<file path="config.mk">
export PLATFORM = sky130hd
export DESIGN_NAME = x_accel_reconstruction
export DESIGN_NICKNAME = d
export VERILOG_FILES = /design/src/rtl/x_accel_reconstruction.sv
export SDC_FILE = /design/constraint.sdc
export NUM_CORES = 1
export LEC_CHECK = 0
export BUFFER_PORTS_ARGS = -buffer_cell sky130_fd_sc_hd__buf_2
export CAP_MARGIN = 10
export CORE_MARGIN = 2
export CORE_UTILIZATION = 53
export DETAILED_ROUTE_END_ITERATION = 8
export PLACE_DENSITY = 0.7
export SLEW_MARGIN = 10
export SYNTH_ARGS = -nofsm -noshare
export SYNTH_HDL_FRONTEND = slang
export SYNTH_SLANG_ARGS = --single-unit
</file>
<file path="constraint.sdc">
create_clock -name clk -period 6.9 [get_ports clk]
set_input_delay 0.345 -clock clk [delete_from_list [all_inputs] [get_ports clk]]
set_output_delay 0.345 -clock clk [all_outputs]
set_load 0.03 [all_outputs]
</file>
<file path="src/rtl/x_accel_reconstruction.sv">
// Reconstructs raw X acceleration from displacement samples. It takes the second
// finite difference over dt using one shared sequential restoring divider, then
// adds back the gravity bias.
module x_accel_reconstruction #(
  parameter logic signed [15:0] GRAVITY_OFFSET = 16'sd1000
) (
  input  logic               clk,
  input  logic               rst,
  input  logic signed [31:0] displacement,
  input  logic        [15:0] dt,
  input  logic               data_valid,
  output logic signed [15:0] acc_x_raw,
  output logic               output_valid,
  output logic               busy,
  output logic               overrun,
  output logic               dt_error
);

  typedef enum logic [2:0] {
    StIdle,
    StDiffV,
    StDivV,
    StDiffA,
    StDivA,
    StOut
  } state_e;

  localparam logic signed [33:0] MaxS32 = 34'sd2147483647;
  localparam logic signed [33:0] MinS32 = -34'sd2147483648;
  localparam logic signed [32:0] MaxS16 = 33'sd32767;
  localparam logic signed [32:0] MinS16 = -33'sd32768;

  state_e state_q, state_d;

  logic signed [31:0] disp_q;
  logic        [15:0] dt_q;
  logic signed [31:0] d_prev_q;
  logic signed [31:0] v_prev_q;
  logic        [1:0]  cnt_q;      // primed samples, saturates at 2
  logic        [15:0] rem_q;
  logic        [32:0] dvd_q;      // dividend shifts out, quotient shifts in
  logic               neg_q;
  logic        [5:0]  bit_cnt_q;
  logic signed [31:0] res_q;      // last signed, saturated quotient (v or a)

  logic signed [32:0] dd, dv, diff, sum33;
  logic        [32:0] load_mag;
  logic        [16:0] trial;
  logic               fits;
  logic        [15:0] rem_nxt;
  logic        [32:0] quot_nxt;
  logic signed [33:0] q_signed;
  logic signed [31:0] div_res;
  logic signed [15:0] acc_sat;
  logic               div_last;

  assign busy = (state_q != StIdle);

  // Datapath arithmetic: differences, one divider step, sign/saturation of results
  always_comb begin
    dd       = $signed({disp_q[31], disp_q}) - $signed({d_prev_q[31], d_prev_q});
    dv       = $signed({res_q[31], res_q}) - $signed({v_prev_q[31], v_prev_q});
    diff     = (state_q == StDiffV) ? dd : dv;
    load_mag = diff[32] ? $unsigned(-diff) : $unsigned(diff);

    trial    = {rem_q, dvd_q[32]};
    fits     = (trial >= {1'b0, dt_q});
    // remainder stays below dt, so the low 16 bits of the subtraction are exact
    rem_nxt  = fits ? (trial[15:0] - dt_q) : trial[15:0];
    quot_nxt = {dvd_q[31:0], fits};
    div_last = (bit_cnt_q == 6'd32);

    q_signed = neg_q ? -$signed({1'b0, quot_nxt}) : $signed({1'b0, quot_nxt});
    if (q_signed > MaxS32) begin
      div_res = 32'sh7fff_ffff;
    end else if (q_signed < MinS32) begin
      div_res = 32'sh8000_0000;
    end else begin
      div_res = q_signed[31:0];
    end

    sum33 = $signed({res_q[31], res_q}) + $signed({{17{GRAVITY_OFFSET[15]}}, GRAVITY_OFFSET});
    if (sum33 > MaxS16) begin
      acc_sat = 16'sh7fff;
    end else if (sum33 < MinS16) begin
      acc_sat = 16'sh8000;
    end else begin
      acc_sat = sum33[15:0];
    end
  end

  // Next-state logic; priming samples leave early without producing output
  always_comb begin
    state_d = state_q;
    unique case (state_q)
      StIdle:  if (data_valid && (dt != 16'd0)) state_d = StDiffV;
      StDiffV: state_d = (cnt_q == 2'd0) ? StIdle : StDivV;
      StDivV:  if (div_last) state_d = (cnt_q == 2'd1) ? StIdle : StDiffA;
      StDiffA: state_d = StDivA;
      StDivA:  if (div_last) state_d = StOut;
      StOut:   state_d = StIdle;
      default: state_d = StIdle;
    endcase
  end

  // State register
  always_ff @(posedge clk) begin
    if (rst) begin
      state_q <= StIdle;
    end else begin
      state_q <= state_d;
    end
  end

  // Datapath registers, history and pulsed status outputs
  always_ff @(posedge clk) begin
    if (rst) begin
      disp_q       <= '0;
      dt_q         <= '0;
      d_prev_q     <= '0;
      v_prev_q     <= '0;
      cnt_q        <= '0;
      rem_q        <= '0;
      dvd_q        <= '0;
      neg_q        <= 1'b0;
      bit_cnt_q    <= '0;
      res_q        <= '0;
      acc_x_raw    <= '0;
      output_valid <= 1'b0;
      overrun      <= 1'b0;
      dt_error     <= 1'b0;
    end else begin
      output_valid <= 1'b0;
      overrun      <= data_valid && (state_q != StIdle);
      dt_error     <= 1'b0;
      unique case (state_q)
        StIdle: begin
          if (data_valid) begin
            if (dt == 16'd0) begin
              dt_error <= 1'b1;
            end else begin
              disp_q <= displacement;
              dt_q   <= dt;
            end
          end
        end
        StDiffV: begin
          d_prev_q <= disp_q;
          if (cnt_q == 2'd0) begin
            cnt_q <= 2'd1;
          end else begin
            dvd_q     <= load_mag;
            rem_q     <= '0;
            neg_q     <= dd[32];
            bit_cnt_q <= '0;
          end
        end
        StDivV, StDivA: begin
          rem_q     <= rem_nxt;
          dvd_q     <= quot_nxt;
          bit_cnt_q <= bit_cnt_q + 6'd1;
          if (div_last) begin
            res_q <= div_res;
            if ((state_q == StDivV) && (cnt_q == 2'd1)) begin
              v_prev_q <= div_res;
              cnt_q    <= 2'd2;
            end
          end
        end
        StDiffA: begin
          v_prev_q  <= res_q;
          dvd_q     <= load_mag;
          rem_q     <= '0;
          neg_q     <= dv[32];
          bit_cnt_q <= '0;
        end
        StOut: begin
          acc_x_raw    <= acc_sat;
          output_valid <= 1'b1;
        end
        default: ;
      endcase
    end
  end

endmodule

</file>
==> results of run 1 <==
[flip-flops by register name, summed over array words and instances, names as in the netlist, 2 cells and up]
| register | cells |
|---|---|
| state_q | 3 |
| v_prev_q | 32 |
| acc_x_raw | 16 |
| d_prev_q | 32 |
| dvd_q | 33 |
| rem_q | 16 |
| dt_q | 16 |
| bit_cnt_q | 6 |
| disp_q | 32 |
| cnt_q | 2 |
| res_q | 32 |
[logic make-up after synthesis]
family                   Yosys count
XOR/XNOR                          99
buffers and inverters            266
AND/OR/NAND/NOR                  733
adder cells (fa/ha/maj)           89
flip-flops                       224
multiplexers                      19
AO/OA/AOI/OAI                    756
[routing by layer]
metal  part of all wire [%]  up-vias  global-route usage (%)
met4                    2.6        0                    7.69
met5                      0        -                       0
li1                       -     7955                       -
met2                     43      532                    43.9
met1                     48     7547                    42.4
met3                    7.2       66                    3.60
[synth_stat cells, types with 21 or more instances]
cell type  count  area (µm²)
o31ai_1       27         203
a22oi_1       44         330
or3_1         27         169
nand4_1       28         175
clkbuf_1     125         469
nand2_1      294        1100
ha_1          86        1080
xor2_1        41         359
xnor2_1       58         508
inv_1        117         439
dfxtp_1      224        4480
o21a_1        24         180
o211ai_1      25         188
o21ai_0      118         591
a31oi_1       22         138
a21o_1        36         270
a21oi_1      208        1040
and3_1        22         138
a211oi_1      77         578
nand3_1       41         205
nor2_1       144         541
nor4_1        21         131
nor3_1        55         275
o22ai_1       43         269
[cell usage in the layout (no fill, tap or decap), drive strengths merged, types with 32 or more instances in the layout]
master	instances
a211oi	77
a21o	36
a21oi	209
a22oi	44
buf	91
clkbuf	32
dfxtp	224
ha	86
inv	118
nand2	294
nand3	41
nor2	144
nor3	55
o21ai	121
o22ai	43
xnor2	58
xor2	41
[power groups by stage]
stage,sequential [mW],clock [mW],combinational [mW]
CTS,1.41,1.54,1.59
finish,1.41,1.52,1.62
global placement,1.44,0,1.56
floorplan,1.42,0,1.23
detailed placement,1.44,0,1.58
global route,1.42,1.59,1.78
[through the flow]
step	hold slack [ns]	total power [mW]	util [%]	setup slack, ns
global placement	0.441	3.00	55.8	1.88
CTS	0.0135	4.55	59.0	1.68
detailed placement	0.446	3.02	55.8	1.71
floorplan	0.436	2.64	-	2.37
global route	0.0273	4.79	59.0	0.996
finish	0.0311	4.55	59.0	1.64
[layout make-up]
type                       count  share of cell area (%)
tap                          390                    2.77
sequential                   224                    25.5
clock inverter                16                    1.34
timing repair buffer          91                    2.92
multi-input combinational   1696                    60.9
inverter                     117                    2.49
clock buffer                  32                    4.11
[path summary, 6_finish.rpt]
path / to / slack, ns / depth (start not counted)
max: v_prev_q[11]$_SDFFE_PP0P_ / 1.64 / 21
min: disp_q[31]$_SDFFE_PP0P_ / 0.03 / 3
max reg2reg: v_prev_q[11]$_SDFFE_PP0P_ / 1.64 / 21
min reg2reg: dt_q[7]$_SDFFE_PP0P_ / 0.45 / 2
[critical path, cell delays in order, from the launching register on]
cell	delay, ns
dfxtp_1	0.38
inv_1	0.06
ha_1	0.30
nor2b_1	0.13
o21ai_0	0.18
a21boi_0	0.14
o21ai_0	0.24
a21oi_1	0.15
o31ai_1	0.31
a21o_1	0.16
buf_4	0.23
nand2_1	0.09
inv_1	0.22
ha_1	0.24
nand3b_1	0.10
or2_2	0.33
inv_1	0.09
nand3_1	0.18
o21ai_0	0.23
nand2_1	0.63
o21ai_0	0.56
a211oi_1	0.13
==> results.json, run 1 <==
{
  "yosys_warnings": 0,
  "grt_use_total_pct": 28.7,
  "overflow": 0,
  "antenna_found_initial": 0,
  "portBuffers": 70,
  "fin_setup_tns_ns": 0,
  "place_area_um2": 16700,
  "power_density_nw_per_um2": 258,
  "final-instance-count-excl-fill": 2566,
  "p_int_mw": 2.89,
  "ant_nets": 0,
  "yosys-mux-area-fraction_pct": 1.22,
  "dp_cells": 2518,
  "initialDrtViolationCount": 1263,
  "num_rows": 63,
  "dr.pass1.iters": 5,
  "r2r-start": "dt_q[1]$_SDFFE_PP0P_",
  "nFillCells": 2835,
  "synth-simple-area-share_pct": 21.6,
  "cap_violations": 0,
  "finalCritPeriodShare_pct": 76.3,
  "final_area_um2": 17600,
  "worst_slew_pin_slew_ns": 1.06,
  "max-clock-path-buffers": 3,
  "ir_drop_mv": 0.222,
  "multi_input_area_um2": 10700,
  "hp-class": "primary input to flip-flop",
  "switching_share_pct": 36.5,
  "synth_nets": 2326,
  "numClockSinks": 224,
  "switchingPower_mw": 1.66,
  "routedWlPerCell_um": 18.1,
  "insertion_delay_ns": 0.55,
  "hold_start": "displacement[31]",
  "synth_flop_cell": "dfxtp_1",
  "clock-root-buffer": "clkbuf_16",
  "ys_seq_area_share_pct": 27.7,
  "ctsResizeCount": 0,
  "vias": 16100,
  "slew_viol_final": 0,
  "pwr-share-seq_pct": 31.0,
  "core_region_area_um2": 29900,
  "grt_pass1_vias": 14500,
  "synth_xor_area_share_pct": 5.36,
  "drt_wl_total_mm": 46.4,
  "fmax_mhz": 190,
  "synthAdderAreaFrac_pct": 7.02,
  "p_comb_share_pct": 35.6,
  "arrival_ns": 5.64,
  "gp_congestion": 0.877,
  "synth_top_family_by_area": "compound AO/OA/AOI/OAI gates",
  "syn_to_final_growth_pct": 8.86,
  "netlist_area_um2": 16200,
  "cts_buffers": 26,
  "cts_hold_buffers": 0,
  "post_cts_buffers": 0,
  "setup.worst_path.end_class": "flip-flop",
  "maxSlewHeadroom_pct": 29.2,
  "avgSynthCellArea_um2": 7.40,
  "rsz0062_at_grt": "no",
  "yosysUniqueCellTypes": 90,
  "leakage_nw": 6.73,
  "synth_cells": 2186,
  "startpoint": "dt_q[1]$_SDFFE_PP0P_",
  "die_w_um": 179,
  "fin_skew_ns": 0.0142,
  "setup_violations": 0,
  "grt_pass1_wl_mm": 74.9,
  "regArea_um2": 4480,
  "pwr-share-clk_pct": 33.4,
  "io_pins": 71,
  "clk_pin_slew_ns": 0.06,
  "dp_hpwl_mm": 33.9,
  "timing.final.crit_period_ns": 5.26,
  "synth_edf_count": 0,
  "synth_seq_cells": 224,
  "critPathKind": "flip-flop to flip-flop",
  "die_area_um2": 32000,
  "viasPerCell": 6.27,
  "die_h_um": 179,
  "hold_viol": 0,
  "cp_max_fo": 31,
  "async_flop_share_pct": 0,
  "layout.nets": 2296,
  "drcViolationCount": 0,
  "start_util_pct": 54.2,
  "cts_tree": "yes",
  "crit_required_ns": 7.28,
  "h-tree-depth": 1,
  "diodes": 0,
  "grt_max_degree": 100,
  "status": "finished, final reports clean",
  "drive_gt1_share_pct": 8.50,
  "cp-start-kind": "flip-flop",
  "synth_compound_area_share_pct": 30.8
}
Note: power is estimated with default switching activity, not from simulation.
==> run 2, diff against run 1 <==
Clock period 6.9 ns to 5.3 ns, I/O delays scaled along.
==> results.json, run 2 (synthesized netlist as in run 1, its figures left out) <==
{
  "dp_cells": 2520,
  "layout_commonest_cell": "nand2_1",
  "insertion_delay_ns": 0.56,
  "grt_pass1_wl_mm": 76.9,
  "crit_required_ns": 5.76,
  "place_area_um2": 16700,
  "fmax_mhz": 205,
  "layout.nets": 2347,
  "total_power_mw": 6.14,
  "ir_drop_mv": 0.263,
  "layout_common_cells": "294 x nand2_1, 224 x dfxtp_1, 207 x a21oi_1, 141 x nor2_1, 118 x o21ai_0",
  "finalCritPeriodShare_pct": 92.0,
  "die_area_um2": 32000,
  "critPathKind": "flip-flop to flip-flop",
  "final-instance-count-excl-fill": 2616,
  "core_region_area_um2": 29900,
  "hold_viol": 0,
  "diodes": 0,
  "crit_chain": "inv_1 > ha_1 > nor2b_1 > o21ai_0 > a21boi_0 > o21ai_0 > a21oi_1 > o31ai_1 > a21o_1 > nand2_1 > inv_1 > ha_1 > nand3b_1 > or2_2 > inv_1 > nand3_1 > nor3b_1 > o21ai_0 > a21oi_1 > buf_4 > o21ai_0 > a211oi_1",
  "cp_max_fo": 31,
  "dr.pass1.iters": 6,
  "antenna_found_initial": 0,
  "post_cts_buffers": 0,
  "setup_violations": 0,
  "h-tree-depth": 1,
  "largest_reg_flops": 33,
  "slowest_delay_ns": 0.38,
  "slowest_stage": "dfxtp_1",
  "die_w_um": 179,
  "cpMostUsedCell": "o21ai_0",
  "max-clock-path-buffers": 3,
  "worst_slew_pin_slew_ns": 1.09,
  "drive_gt1_share_pct": 8.45,
  "initialDrtViolationCount": 1626,
  "arrival_ns": 5.34,
  "syn_to_final_growth_pct": 12.5,
  "dp_hpwl_mm": 33.9,
  "cp-start-kind": "flip-flop",
  "num_rows": 63,
  "clk_pin_slew_ns": 0.06,
  "gp_congestion": 0.921,
  "cts_buffers": 26,
  "status": "finished, final reports clean",
  "timing.final.crit_period_ns": 4.88,
  "die_h_um": 179,
  "grt_pass1_vias": 14900,
  "setup.worst_path.end_class": "flip-flop",
  "final_area_um2": 18200,
  "grt_use_total_pct": 29.6,
  "slew_viol_final": 0,
  "grt_max_degree": 108,
  "clock-root-buffer": "clkbuf_16",
  "routedWlPerCell_um": 18.3,
  "vias": 16300,
  "fin_setup_tns_ns": 0,
  "top_register": "dvd_q",
  "fin_skew_ns": 0.0206,
  "leakage_nw": 6.99,
  "drcViolationCount": 0,
  "maxSlewHeadroom_pct": 27.5,
  "cts_tree": "yes",
  "overflow": 0,
  "power_density_nw_per_um2": 337,
  "utilization_pct": 60.9,
  "ant_nets": 0,
  "drt_wl_total_mm": 47.8,
  "hp-class": "primary input to flip-flop",
  "ctsResizeCount": 0,
  "portBuffers": 70,
  "cap_violations": 0,
  "io_pins": 71,
  "start_util_pct": 54.2,
  "viasPerCell": 6.25,
  "rsz0062_at_grt": "no",
  "numClockSinks": 224
}
-- run 2: worst max-delay path: cells and delay by family (launching register included) --
kind	cells	cell delay (ns)
compound gates	10	2.02
simple gates	6	1.08
buf+inv	4	0.73
fa+ha+maj	2	0.54
flops	1	0.38
-- run 2: report_power, final --
part           leakage (nW)  switching [mW]  internal [mW]
Combinational          4.69            1.36          0.813
Clock                 0.487           0.781           1.35
Sequential             1.81          0.0798           1.76
-- run 2: routing by layer --
| metal | routed length, µm | track usage [%] | vias up |
|---|---|---|---|
| li1 | - | - | 8055 |
| met1 | 22500 | 42.0 | 7691 |
| met2 | 20900 | 47.3 | 529 |
| met3 | 3300 | 3.86 | 70 |
| met4 | 1100 | 7.52 | 0 |
| met5 | 0 | 0 | - |
-- run 2: path summary, 6_finish.rpt --
check,startpoint,endpoint,slack (ns),cells past startpoint
setup reg to reg,dt_q[1]$_SDFFE_PP0P_,v_prev_q[16]$_SDFFE_PP0P_,0.42,22
setup / recovery,dt_q[1]$_SDFFE_PP0P_,v_prev_q[16]$_SDFFE_PP0P_,0.42,22
hold reg to reg,d_prev_q[15]$_SDFFE_PP0P_,d_prev_q[15]$_SDFFE_PP0P_,0.45,2
hold / removal,rst,disp_q[31]$_SDFFE_PP0P_,0.26,2
-- run 2: layout make-up --
| cell class | instances | area, µm² |
|---|---|---|
| Fill cell | 2741 | 11700 |
| Multi-Input combinational cell | 1696 | 10700 |
| Sequential cell | 224 | 4480 |
| Timing Repair Buffer | 142 | 1030 |
| Clock buffer | 28 | 668 |
| Tap cell | 390 | 488 |
| Inverter | 117 | 439 |
| Clock inverter | 19 | 347 |
-- run 2: repair_timing --
action                                  in CTS  in global routing
endpoints found under the setup margin       0                  0
endpoints found under the hold margin       50                  0
hold buffers                                49                  0
-- run 2: metrics by stage --
step | hold slack, ns | setup WS [ns]
5_1_grt | 0.280 | 0.0359
4_1_cts | 0.237 | 0.477
6_report | 0.257 | 0.422
3_3_place_gp | 0.437 | 0.658
3_5_place_dp | 0.446 | 0.518
2_1_floorplan | 0.401 | 0.769
